File: config.mk
export PLATFORM = sky130hd
export DESIGN_NAME = vram_sys_arb_flat
export DESIGN_NICKNAME = d
export VERILOG_FILES = /design/src/rtl/vram_sys_arb_if.sv /design/src/rtl/vram_sys_arb.sv /design/src/flat_wrapper.sv
export SDC_FILE = /design/constraint.sdc
export NUM_CORES = 1
export LEC_CHECK = 0
export CAP_MARGIN = 25
export CORE_AREA = 5 5 116 118
export CTS_BUF_LIST = sky130_fd_sc_hd__clkbuf_4
export DETAILED_ROUTE_END_ITERATION = 10
export DIE_AREA = 0 0 121 123
export GPL_ROUTABILITY_DRIVEN = 0
export PLACE_DENSITY_LB_ADDON = 0.25
export RECOVER_POWER = 100
export SLEW_MARGIN = 0
export SYNTH_ARGS = -nofsm -noshare
export SYNTH_HDL_FRONTEND = slang
export SYNTH_SLANG_ARGS = --single-unit
File: constraint.sdc
create_clock -name clk_sys -period 2.8 [get_ports clk_sys]
set_input_delay 0.56 -clock clk_sys [delete_from_list [all_inputs] [get_ports clk_sys]]
set_output_delay 0.56 -clock clk_sys [all_outputs]
set_load 0.005 [all_outputs]
File: src/rtl/vram_sys_arb_if.sv
// rtl/vram_sys_arb_if.sv - requester, vram and read-return signals of the vram system port arbiter
interface vram_sys_arb_if #(
    parameter int WORD  = 32,
    parameter int ADDRW = 14
);
    logic             er_req;
    logic [ADDRW-1:0] er_addr;
    logic [WORD-1:0]  er_wmask;
    logic [WORD-1:0]  er_din;
    logic             er_ack;
    logic             er_rvalid;

    logic             cpu_req;
    logic [ADDRW-1:0] cpu_addr;
    logic [WORD-1:0]  cpu_wmask;
    logic [WORD-1:0]  cpu_din;
    logic             cpu_ack;
    logic             cpu_rvalid;

    logic [WORD-1:0]  rd_dout;
    logic [ADDRW-1:0] vram_addr;
    logic [WORD-1:0]  vram_wmask;
    logic [WORD-1:0]  vram_din;
    logic [WORD-1:0]  vram_dout;

    modport slave (
        input  er_req, er_addr, er_wmask, er_din,
        input  cpu_req, cpu_addr, cpu_wmask, cpu_din,
        input  vram_dout,
        output er_ack, er_rvalid, cpu_ack, cpu_rvalid,
        output rd_dout, vram_addr, vram_wmask, vram_din
    );

    modport master (
        output er_req, er_addr, er_wmask, er_din,
        output cpu_req, cpu_addr, cpu_wmask, cpu_din,
        output vram_dout,
        input  er_ack, er_rvalid, cpu_ack, cpu_rvalid,
        input  rd_dout, vram_addr, vram_wmask, vram_din
    );
endinterface

File: src/rtl/vram_sys_arb.sv
// rtl/vram_sys_arb.sv - vram system port arbiter: Earthrise priority, CPU starvation guard, read-return routing
module vram_sys_arb #(
    parameter int WORD     = 32,
    parameter int ADDRW    = 14,
    parameter int RD_LAT   = 2,
    parameter int MAX_WAIT = 8
) (
    input  logic          clk_sys,
    input  logic          rst_sys,
    vram_sys_arb_if.slave bus
);
    localparam logic [7:0]       MAX_WAIT_W = 8'(MAX_WAIT);
    localparam logic [WORD-1:0]  WORD_ZERO  = '0;
    localparam logic [ADDRW-1:0] ADDR_ZERO  = '0;

    logic             force_cpu;
    logic             cpu_gnt;
    logic             er_gnt;
    logic             rd_issue;
    logic [ADDRW-1:0] mux_addr;
    logic [WORD-1:0]  mux_wmask;
    logic [WORD-1:0]  mux_din;
    logic [7:0]       wait_q, wait_d;
    // Each stage holds {valid, owner}; owner 1 = CPU, 0 = Earthrise.
    logic [1:0]       pipe_q [RD_LAT];
    logic [1:0]       pipe_d [RD_LAT];

    always_comb begin
        force_cpu = (wait_q == MAX_WAIT_W);
        cpu_gnt   = !rst_sys && bus.cpu_req && (!bus.er_req || force_cpu);
        er_gnt    = !rst_sys && bus.er_req && !cpu_gnt;
    end

    always_comb begin
        mux_addr  = ADDR_ZERO;
        mux_wmask = WORD_ZERO;
        mux_din   = WORD_ZERO;
        if (cpu_gnt) begin
            mux_addr  = bus.cpu_addr;
            mux_wmask = bus.cpu_wmask;
            mux_din   = bus.cpu_din;
        end else if (er_gnt) begin
            mux_addr  = bus.er_addr;
            mux_wmask = bus.er_wmask;
            mux_din   = bus.er_din;
        end
        rd_issue = (cpu_gnt || er_gnt) && (mux_wmask == WORD_ZERO);
    end

    always_comb begin
        wait_d = wait_q;
        if (!bus.cpu_req || cpu_gnt) begin
            wait_d = 8'd0;
        end else if (wait_q != MAX_WAIT_W) begin
            wait_d = wait_q + 8'd1;
        end
    end

    always_comb begin
        pipe_d[0] = {rd_issue, cpu_gnt};
        for (int i = 1; i < RD_LAT; i++) begin
            pipe_d[i] = pipe_q[i-1];
        end
    end

    always_ff @(posedge clk_sys or posedge rst_sys) begin
        if (rst_sys) begin
            wait_q <= 8'd0;
            for (int i = 0; i < RD_LAT; i++) begin
                pipe_q[i] <= 2'b00;
            end
        end else begin
            wait_q <= wait_d;
            for (int i = 0; i < RD_LAT; i++) begin
                pipe_q[i] <= pipe_d[i];
            end
        end
    end

    assign bus.er_ack     = er_gnt;
    assign bus.cpu_ack    = cpu_gnt;
    assign bus.vram_addr  = mux_addr;
    assign bus.vram_wmask = mux_wmask;
    assign bus.vram_din   = mux_din;
    assign bus.er_rvalid  = pipe_q[RD_LAT-1][1] && !pipe_q[RD_LAT-1][0];
    assign bus.cpu_rvalid = pipe_q[RD_LAT-1][1] &&  pipe_q[RD_LAT-1][0];
    assign bus.rd_dout    = bus.vram_dout;
endmodule

File: src/flat_wrapper.sv
// flat-port wrapper written by rule: the top's interface ports become plain ports
module vram_sys_arb_flat 
#(
    parameter int WORD     = 32,
    parameter int ADDRW    = 14,
    parameter int RD_LAT   = 2,
    parameter int MAX_WAIT = 8
)
  (clk_sys, rst_sys, bus_er_req, bus_er_addr, bus_er_wmask, bus_er_din, bus_cpu_req, bus_cpu_addr, bus_cpu_wmask, bus_cpu_din, bus_vram_dout, bus_er_ack, bus_er_rvalid, bus_cpu_ack, bus_cpu_rvalid, bus_rd_dout, bus_vram_addr, bus_vram_wmask, bus_vram_din);
  vram_sys_arb_if #(.WORD(WORD), .ADDRW(ADDRW)) bus_i ();
  input  logic clk_sys;
  input  logic rst_sys;
  input wire logic [$bits(bus_i.er_req)-1:0] bus_er_req;
  input wire logic [$bits(bus_i.er_addr)-1:0] bus_er_addr;
  input wire logic [$bits(bus_i.er_wmask)-1:0] bus_er_wmask;
  input wire logic [$bits(bus_i.er_din)-1:0] bus_er_din;
  input wire logic [$bits(bus_i.cpu_req)-1:0] bus_cpu_req;
  input wire logic [$bits(bus_i.cpu_addr)-1:0] bus_cpu_addr;
  input wire logic [$bits(bus_i.cpu_wmask)-1:0] bus_cpu_wmask;
  input wire logic [$bits(bus_i.cpu_din)-1:0] bus_cpu_din;
  input wire logic [$bits(bus_i.vram_dout)-1:0] bus_vram_dout;
  output wire logic [$bits(bus_i.er_ack)-1:0] bus_er_ack;
  output wire logic [$bits(bus_i.er_rvalid)-1:0] bus_er_rvalid;
  output wire logic [$bits(bus_i.cpu_ack)-1:0] bus_cpu_ack;
  output wire logic [$bits(bus_i.cpu_rvalid)-1:0] bus_cpu_rvalid;
  output wire logic [$bits(bus_i.rd_dout)-1:0] bus_rd_dout;
  output wire logic [$bits(bus_i.vram_addr)-1:0] bus_vram_addr;
  output wire logic [$bits(bus_i.vram_wmask)-1:0] bus_vram_wmask;
  output wire logic [$bits(bus_i.vram_din)-1:0] bus_vram_din;
  assign bus_i.er_req = bus_er_req;
  assign bus_i.er_addr = bus_er_addr;
  assign bus_i.er_wmask = bus_er_wmask;
  assign bus_i.er_din = bus_er_din;
  assign bus_i.cpu_req = bus_cpu_req;
  assign bus_i.cpu_addr = bus_cpu_addr;
  assign bus_i.cpu_wmask = bus_cpu_wmask;
  assign bus_i.cpu_din = bus_cpu_din;
  assign bus_i.vram_dout = bus_vram_dout;
  assign bus_er_ack = bus_i.er_ack;
  assign bus_er_rvalid = bus_i.er_rvalid;
  assign bus_cpu_ack = bus_i.cpu_ack;
  assign bus_cpu_rvalid = bus_i.cpu_rvalid;
  assign bus_rd_dout = bus_i.rd_dout;
  assign bus_vram_addr = bus_i.vram_addr;
  assign bus_vram_wmask = bus_i.vram_wmask;
  assign bus_vram_din = bus_i.vram_din;
  vram_sys_arb #(.WORD(WORD), .ADDRW(ADDRW), .RD_LAT(RD_LAT), .MAX_WAIT(MAX_WAIT)) u_core (.clk_sys(clk_sys), .rst_sys(rst_sys), .bus(bus_i));
endmodule
==> results of run 1 <==
==> stage by stage <==
stage	cells	hold slack, ns	instance area (um^2)	setup slack [ns]	utilization, %
5_1_grt	608	0.370	4210	-0.116	34.0
3_3_place_gp	588	0.333	4270	-0.231	34.5
6_report	608	0.349	4210	0.0449	34.0
4_1_cts	600	0.351	4360	-0.0641	35.3
2_1_floorplan	205	0.331	1750	0.450	-
3_5_place_dp	588	0.335	4270	-0.265	34.5
==> cell usage in the layout (no fill, tap or decap), drive strengths merged, types with 3 or more instances in the layout <==
cell type,synthesis,layout
clkbuf,6,37
dfrtp,12,12
nand4,3,3
dlygate4sd2,0,3
inv,4,4
nor4,13,13
a22o,78,78
nor2,7,7
clkdlybuf4s50,0,160
nand3,8,8
a21oi,3,3
buf,43,79
xor2,5,5
==> area by class of cell <==
class	instances	area, um^2	share of cell area, %
sequential	12	300	7.13
inverter	4	15.0	0.357
clock buffer	3	22.5	0.535
tap	172	215	5.11
timing repair buffer	277	2510	59.8
multi-input combinational	140	1140	27.1
==> power groups by stage <==
| stage | Sequential, mW | Clock (mW) | Combinational (mW) |
|---|---|---|---|
| floorplan | 0.185 | 0 | 0.168 |
| global placement | 0.183 | 0 | 0.573 |
| detailed placement | 0.184 | 0 | 0.574 |
| CTS | 0.180 | 0.105 | 0.550 |
| global route | 0.181 | 0.114 | 0.582 |
| finish | 0.180 | 0.102 | 0.543 |
==> kinds of logic after synthesis <==
logic type | after synthesis | share of synthesized area (%)
AOI/OAI and AO/OA | 85 | 42.6
xor gates and xnor gates | 6 | 3.00
adders and majority gates | 2 | 1.43
buffers and inverters | 53 | 19.0
DFF | 12 | 17.2
and+or+nand+nor | 47 | 16.7
==> path summary, 6_finish.rpt <==
path,end,depth (start not counted)
min reg2reg,u_core.pipe_q[0]$_DFF_PP0_,0
max in group asynchronous,u_core.wait_q[0]$_DFFE_PP0P_,3
max reg2reg,u_core.pipe_d[1]$_DFF_PP0_,9
max,bus_vram_din[3],10
min in group asynchronous,u_core.wait_q[7]$_DFFE_PP0P_,3
min,u_core.pipe_q[0]$_DFF_PP0_,0
==> sequential cells by signal, summed over array words and instances (netlist names) <==
register,flops
u_core.wait_q,8
u_core.pipe_d,2
u_core.pipe_q,2
==> routing by layer <==
layer / routed length [um] / vias up / global-route usage, %
met4: 284 / 0 / 3.33
met2: 6330 / 168 / 26.5
met3: 1040 / 18 / 4.57
li1: - / 1263 / -
met1: 4490 / 1220 / 15.8
met5: 0 / - / 0
==> synthesized netlist by cell type <==
cell / number / share of area, %
a22o_1: 78 / 39
buf_4: 32 / 14
nor4_1: 13 / 4.6
dfrtp_1: 12 / 17
buf_2: 11 / 3.1
nand3_1: 8 / 2.3
nor2_1: 7 / 1.5
clkbuf_1: 6 / 1.3
xor2_1: 5 / 2.5
inv_1: 4 / 0.86
nand4_1: 3 / 1.1
a21oi_1: 2 / 0.57
and3_1: 2 / 0.72
ha_1: 2 / 1.4
nand2_1: 2 / 0.43
nor3_1: 2 / 0.57
a21oi_2: 1 / 0.50
a221oi_2: 1 / 0.86
a311oi_2: 1 / 0.86
and2_1: 1 / 0.36
and4_1: 1 / 0.50
nand2b_1: 1 / 0.36
nand3b_1: 1 / 0.43
nor2b_1: 1 / 0.36
nor3b_1: 1 / 0.43
nor3b_2: 1 / 0.72
nor4b_4: 1 / 1.4
o21ai_1: 1 / 0.29
o22a_1: 1 / 0.50
or4_1: 1 / 0.43
or4b_1: 1 / 0.57
xnor2_1: 1 / 0.50
==> timing repair <==
item                                    in CTS  in global routing
cloned                                       2                  4
resized for setup                          119                182
pin swaps                                    6                 48
setup buffers                                8                  5
endpoints found under the setup margin      80                 78
==> results.toml, run 1 <==
[logic_synthesis]
ys_seq_area_share_pct = 17.2
yosysUniqueCellTypes = 32
yosys_warnings = 0
synth-seq-cells = 12
synthCells = 205
synth_area_um2 = 1750
synth.avg_cell_area_um2 = 8.53
syn_nets = 399

[setup_path]
critPathSlowestCell = "dfrtp_1"
end_kind = "output port"
arrival_ns = 2.20
cp.required_ns = 2.24
cpPeakStageDelay_ns = 0.38
crit_buf_inv = 5
r2r_start = "u_core.wait_q[1]$_DFFE_PP0P_"
critPathTopFamily = "buffers and inverters"
crit_chain = "inv_1, ha_2, nor4b_4, a21oi_2, nor3b_2, buf_6, clkbuf_16, buf_6, a22o_1, buf_2"
crit_start = "u_core.wait_q[1]$_DFFE_PP0P_"
start_kind = "flip-flop"
r2r_setup_slack_ns = 0.64
critPathMaxFanout = 7
path_common_cell = "buf_6"
worstSetupPathType = "flip-flop to output port"

[timing]
hold_viol = 0
max_freq_mhz = 363
slew_headroom_pct = 59.4
rsz0062_at_grt = "yes"
finalSetupViolCount = 0
fin_crit_sh_pct = 98.4
drv_slew = 0
worstMarginPinSlew_ns = 0.605
finalClockSkew_ns = 0.00289
finalCriticalPeriod_ns = 2.76
tns_ns = 0

[pwr]
p_clk_share_pct = 12.4
p_int_mw = 0.584
powerDensity_nw_per_um2 = 196
power.switching_mw = 0.241
p_seq_share_pct = 21.8
power_mw = 0.825
p_leak_nw = 1.88
combPwrFrac_pct = 65.8
sw_frac_of_total_pct = 29.2
vdd_ir_drop_max_mv = 0.0932

[global_routing]
grt_max_degree = 31
grt_pass1_wl_um = 16600
track_usage_pct = 14.3
globalRouteOverflowTotal = 0
first_global_vias = 2862
antenna_found_initial = 0

[detailed_routing]
vias = 2669
antenna_left = 0
dr.pass1.iters = 5
drt_iter0_drc = 133
routed_wl_um = 12100
avgRoutedWirePerCell_um = 20.0
drc_errors = 0
drt-vias-per-instance = 4.39

[min_path]
hold_path.class = "flip-flop to flip-flop"
hp-start = "u_core.pipe_d[0]$_DFF_PP0_"

[placed_design]
dpl.hpwl_um = 10100
io_buffers = 241

[floorplan]
start_util_pct = 14.1
ios = 306
die-height_um = 123
die_area_um2 = 14900
rows = 41
die_x_um = 121
core_area_um2 = 12400

[finish]
synthToLayoutAreaGrowth_pct = 141
drive_gt1_share_pct = 28.2
fillers = 1317
n_antenna_cell = 0
fin_nets = 632

[clock_tree]
root_buffer = "clkbuf_4"
clkSinkCount = 12
cts_made_buffers = 3
cts.clk_slew.worst_paths_ns = 0.07
clk_latency_ns = 0.26
htree_levels = 1
postCtsHoldBufs = 0
clockBufferDepth = 2
cts_tree = "built"

[job]
cap_viol_max_count = 0

[run_status]
outcome = "complete, no violations"
(Power assumes the default switching activity.)
==> inputs of run 2 (changes only) <==
==> constraint.sdc (replaced) <==
create_clock -name clk_sys -period 2.8 [get_ports clk_sys]
set_input_delay 0.84 -clock clk_sys [delete_from_list [all_inputs] [get_ports clk_sys]]
set_output_delay 0.84 -clock clk_sys [all_outputs]
set_load 0.005 [all_outputs]
==> run 2 against run 1 <==
The flow now finishes with violations (setup timing). Clock skew up 0.0018 ns. Design area up 7.0%. Global-route usage up 0.36 points. Core utilization up 2.4 points. Sequential cell count unchanged. Register-to-register slack worse by 0.06 ns. Cell count up 6.6%. Via count up 4.6%. Non-clock buffer count up 39. Critical path depth unchanged. Wire length down 0.73%. Critical path type is now input pin to output port.
==> results.toml, run 2 (same netlist as run 1, synthesis figures left out) <==
[global_routing]
track_usage_pct = 14.6
first_global_vias = 2932
grt_pass1_wl_um = 17200
use_met3_pct = 4.03
grt_max_degree = 29
use_met1_pct = 17.0
globalRouteOverflowTotal = 0
grtUsageMet2_pct = 27.5
antenna_found_initial = 0
gr-max-usage-layer = "met2"

[timing]
finalCriticalPeriod_ns = 3.12
tns_ns = -14.22
finalWorstSetupSlack_ns = -0.321
rsz0062_at_grt = "yes"
hold_viol = 0
max_freq_mhz = 320
finalClockSkew_ns = 0.00469
worstMarginPinSlew_ns = 0.476
fin_crit_sh_pct = 111
drv_slew = 0
finalSetupViolCount = 79
slew_headroom_pct = 67.9

[detailed_routing]
routed_wl_um = 12100
drt-vias-per-instance = 4.31
drc_errors = 0
antenna_left = 0
avgRoutedWirePerCell_um = 18.6
dr.pass1.iters = 4
vias = 2791
drt_iter0_drc = 80

[setup_path]
cpPeakStageDelay_ns = 0.23
critPathMaxFanout = 6
end_kind = "output port"
worstSetupPathType = "input pin to output port"
arrival_ns = 2.28
critPathTopFamily = "buffers and inverters"
crit_chain = "dlygate4sd2_1, inv_2, a21oi_2, nor3b_4, buf_12, buf_12, buf_16, buf_6, a22o_1, buf_2"
crit_buf_inv = 7
cp.required_ns = 1.96
path_common_cell = "buf_12"
critPathSlowestCell = "dlygate4sd2_1"
start_kind = "input pin"

[clock_tree]
root_buffer = "clkbuf_4"
clkSinkCount = 12
cts_tree = "built"
cts.clk_slew.worst_paths_ns = 0.08
htree_levels = 1
clockBufferDepth = 2
clk_latency_ns = 0.27
cts_made_buffers = 3

[run_status]
outcome = "finished with violations"
violations = "setup timing"

[min_path]
hold_path.class = "flip-flop to flip-flop"

[floorplan]
core_area_um2 = 12400
die_area_um2 = 14900
die_x_um = 121
start_util_pct = 14.1
die-height_um = 123
ios = 306
rows = 41

[job]
cap_viol_max_count = 0

[pwr]
p_clk_share_pct = 12.9
p_leak_nw = 2.08
powerDensity_nw_per_um2 = 194
combPwrFrac_pct = 66.5
p_int_mw = 0.616
vdd_ir_drop_max_mv = 0.0666
p_seq_share_pct = 20.6
power.switching_mw = 0.256
sw_frac_of_total_pct = 29.3

[finish]
final_common_cell = "clkdlybuf4s50_1"
drive_gt1_share_pct = 34.9
layout_common_cells = "clkdlybuf4s50_1 (158), a22o_1 (78), buf_2 (75), buf_4 (51), nor4_1 (13)"
synthToLayoutAreaGrowth_pct = 158
fin_nets = 671
n_antenna_cell = 0
seq_area_um2 = 300
fin_util_pct = 36.4
multi_input_area_um2 = 1140
fillers = 1301
largest_register = "u_core.wait_q"
largest_reg_flops = 8

[placed_design]
io_buffers = 241
dpl.hpwl_um = 10300
-- run 2: cell types whose count changed in the layout (fill, tap and decap cells not counted), moves of 2 or more --
cell             previous run  this run
clkdlybuf4s50_1           160       158
buf_6                      13        11
buf_12                      6         9
buf_2                      44        75
buf_4                      14        51
clkdlybuf4s15_2             0         2
clkbuf_2                   31         1
buf_8                       0         4
clkbuf_16                   3         0
-- run 2: per-stage QoR --
step	cell area [um^2]	setup WS, ns	total power [mW]	hold WS [ns]	std cells
after global routing	4510	-0.453	0.923	0.360	648
after global placement	4570	-0.782	0.793	0.336	623
after CTS	4580	-0.358	0.891	0.356	649
after floorplan	1750	0.118	0.353	0.331	205
after detailed placement	4570	-0.794	0.795	0.339	623
final	4510	-0.321	0.872	0.349	648
-- run 2: cell type report --
cell class,count,area share (%)
Timing Repair Buffer,316,62.3
Multi-Input combinational cell,140,25.3
Sequential cell,12,6.66
Tap cell,172,4.78
Clock buffer,3,0.500
Inverter,4,0.333
Clock inverter,1,0.0833
-- run 2: worst reg2reg max path, stage by stage (launching register included) --
cell,delay (ns)
dfrtp_1,0.38
inv_1,0.06
ha_2,0.16
nor4b_4,0.25
a21oi_2,0.13
buf_4,0.15
buf_4,0.12
buf_4,0.12
or4b_1,0.49
a221oi_2,0.27
-- run 2: repair_timing --
action | CTS | global route
gates cloned | 4 | 0
resized for setup | 339 | 13
setup endpoints to repair | 80 | 80
endpoints found under the hold margin | 0 | 0
hold buffers | 0 | 0
buffers inserted | 18 | 6
pin swaps | 56 | 10
-- run 2: power by group through the flow --
stage               Sequential, mW  Clock, mW  Combinational, mW
global route                 0.180      0.124              0.618
CTS                          0.180      0.116              0.595
floorplan                    0.185          0              0.168
global placement             0.183          0              0.610
detailed placement           0.183          0              0.611
finish                       0.180      0.112              0.580
-- run 2: routing by layer --
layer | part of all wire, % | routed length (um)
met2 | 55 | 6610
met1 | 37 | 4460
met5 | 0 | 0
met3 | 7.5 | 902
met4 | 0.68 | 82
-- run 2: worst paths after layout --
| check | from | endpoint | slack, ns | cells past startpoint |
|---|---|---|---|---|
| max reg2reg | u_core.wait_q[1]$_DFFE_PP0P_ | u_core.pipe_d[1]$_DFF_PP0_ | 0.58 | 9 |
| max in group asynchronous | rst_sys | u_core.pipe_d[1]$_DFF_PP0_ | 1.60 | 3 |
| min | u_core.pipe_d[1]$_DFF_PP0_ | u_core.pipe_q[1]$_DFF_PP0_ | 0.35 | 0 |
| min reg2reg | u_core.pipe_d[1]$_DFF_PP0_ | u_core.pipe_q[1]$_DFF_PP0_ | 0.35 | 0 |
| max | bus_er_req | bus_vram_wmask[6] | -0.32 | 10 |
| min in group asynchronous | rst_sys | u_core.pipe_q[1]$_DFF_PP0_ | 0.88 | 3 |
==> inputs of run 3 (changes only) <==
==> constraint.sdc (replaced) <==
create_clock -name clk_sys -period 2.8 [get_ports clk_sys]
set_input_delay 0.84 -clock clk_sys [delete_from_list [all_inputs] [get_ports clk_sys]]
set_output_delay 0.84 -clock clk_sys [all_outputs]
set_load 0.05 [all_outputs]
==> run 3 against run 2 <==
The flow still finishes with violations (setup timing). Via count decreased by 5.3%. Hold slack improved by 0.0059 ns. Non-clock buffer count decreased by 45. Core utilization increased by 8.6 points. Clock-buffer cell count unchanged. Combinational power increased by 84%. Die area unchanged. Sequential cell count unchanged. Setup slack improved by 0.063 ns. Highest routed layer unchanged. Total power increased by 55%. Global-route usage decreased by 0.14 points. Cell count decreased by 6.9%.
==> results.toml, run 3 (same netlist as run 1, synthesis figures left out) <==
[pwr]
vdd_ir_drop_max_mv = 0.0892
powerDensity_nw_per_um2 = 243
p_leak_nw = 2.31

[placed_design]
placed_cells = 592
pre_cts_ws_ns = -0.532
io_buffers = 241
dpl.hpwl_um = 9850

[floorplan]
rows = 41
die-height_um = 123
die_area_um2 = 14900
start_util_pct = 14.1
die_x_um = 121
ios = 306
core_area_um2 = 12400

[min_path]
hp-start = "u_core.pipe_d[0]$_DFF_PP0_"
hold_path.class = "flip-flop to flip-flop"

[detailed_routing]
dr.pass1.iters = 4
antenna_left = 0
routed_wl_um = 11800
vias = 2643
avgRoutedWirePerCell_um = 19.6
drt-vias-per-instance = 4.38
drc_errors = 0
drt_iter0_drc = 94

[timing]
hold_viol = 0
drv_slew = 0
tns_ns = -16.72
finalSetupViolCount = 80
finalClockSkew_ns = 0.00289
finalWorstSetupSlack_ns = -0.258
finalCriticalPeriod_ns = 3.06
max_freq_mhz = 327
slew_headroom_pct = 39.9
rsz0062_at_grt = "yes"
worstMarginPinSlew_ns = 0.892
fin_crit_sh_pct = 109
hold_ws_ns = 0.355

[clock_tree]
clkSinkCount = 12
clk_latency_ns = 0.26
clockBufferDepth = 2
root_buffer = "clkbuf_4"
cts_made_buffers = 3
cts.clk_slew.worst_paths_ns = 0.07
postCtsHoldBufs = 0
cts_tree = "built"
htree_levels = 1

[finish]
final_common_cell = "clkdlybuf4s50_1"
layout_common_cells = "clkdlybuf4s50_1 (155), buf_12 (84), a22o_2 (50), a22o_4 (28), buf_4 (19)"
largest_register = "u_core.wait_q"
stdcell_count = 603
largest_reg_flops = 8
fin_nets = 626
drive_gt1_share_pct = 45.9
fillers = 1157
synthToLayoutAreaGrowth_pct = 218
n_antenna_cell = 0

[setup_path]
r2r-end = "u_core.wait_q[0]$_DFFE_PP0P_"
path_common_cell = "buf_12"
worstSetupPathType = "input pin to output port"
critPathSlowestCell = "a311oi_4"
r2r_setup_slack_ns = 0.69
critPathMaxFanout = 22
crit_end = "bus_vram_wmask[2]"
reg2regPathDepth = 7
r2r_start = "u_core.wait_q[0]$_DFFE_PP0P_"
start_kind = "input pin"
cp.required_ns = 1.96
cpPeakStageDelay_ns = 0.36
arrival_ns = 2.22
end_kind = "output port"
crit_start = "bus_er_req"
crit_chain = "dlygate4sd2_1, inv_2, a311oi_4, buf_6, buf_12, a22o_2, buf_12"

[global_routing]
grt_max_degree = 30
antenna_found_initial = 0
grt_pass1_wl_um = 17000
globalRouteOverflowTotal = 0
track_usage_pct = 14.5
first_global_vias = 2966

[run_status]
outcome = "finished with violations"
violations = "setup timing"

[job]
cap_viol_max_count = 0
run 3: worst max-delay path, delay by kind of cell:
kind,cells,cell delay (ns)
buffers and inverters,5,0.83
AOI/OAI and AO/OA,2,0.54
run 3: cell type report:
class | count | area, um^2 | share of cell area (%)
clock inverters | 1 | 3.75 | 0.0674
multi-input cells | 140 | 1450 | 26.1
repair buffers | 271 | 3560 | 63.9
clock buffers | 3 | 22.5 | 0.404
inverters | 4 | 15.0 | 0.270
well taps | 172 | 215 | 3.86
flip-flops and latches | 12 | 300 | 5.39
run 3: report_power, final:
group          switching, mW  leakage (nW)  internal [mW]
logic                  0.478          2.13          0.594
registers            0.00257         0.164          0.178
clock network         0.0521        0.0154         0.0514
run 3: per-layer routing:
layer / track usage, % / part of all wire (%) / up-vias
met5: 0 / 0 / -
li1: - / - / 1252
met2: 26.8 / 54 / 154
met4: 2.83 / 1.2 / 0
met1: 16.2 / 36 / 1227
met3: 4.85 / 8.6 / 10
run 3: worst min-delay path by stage:
stage / endpoint / slack [ns] / depth (start not counted)
2_1_floorplan: u_core.pipe_q[0]$_DFF_PP0_ / 0.33 / 0
3_3_place_gp: u_core.pipe_q[1]$_DFF_PP0_ / 0.33 / 0
3_5_place_dp: u_core.pipe_q[0]$_DFF_PP0_ / 0.34 / 0
4_1_cts: u_core.pipe_q[0]$_DFF_PP0_ / 0.36 / 0
5_1_grt: u_core.pipe_q[1]$_DFF_PP0_ / 0.38 / 0
6_report: u_core.pipe_q[0]$_DFF_PP0_ / 0.36 / 0
run 3: per-stage QoR:
step	power [mW]	utilization, %	area [um^2]
floorplan	0.702	-	1870
finish	1.36	45.0	5570
global route	1.41	45.0	5570
global placement	1.20	42.1	5200
CTS	1.35	43.7	5400
detailed placement	1.20	42.1	5200
run 3: timing repair:
item / 4_1_cts / 5_1_grt
setup buffers: 5 / 0
gates cloned: 2 / 2
setup endpoints to repair: 80 / 80
pin swaps: 3 / 1
gates resized for setup: 21 / 21
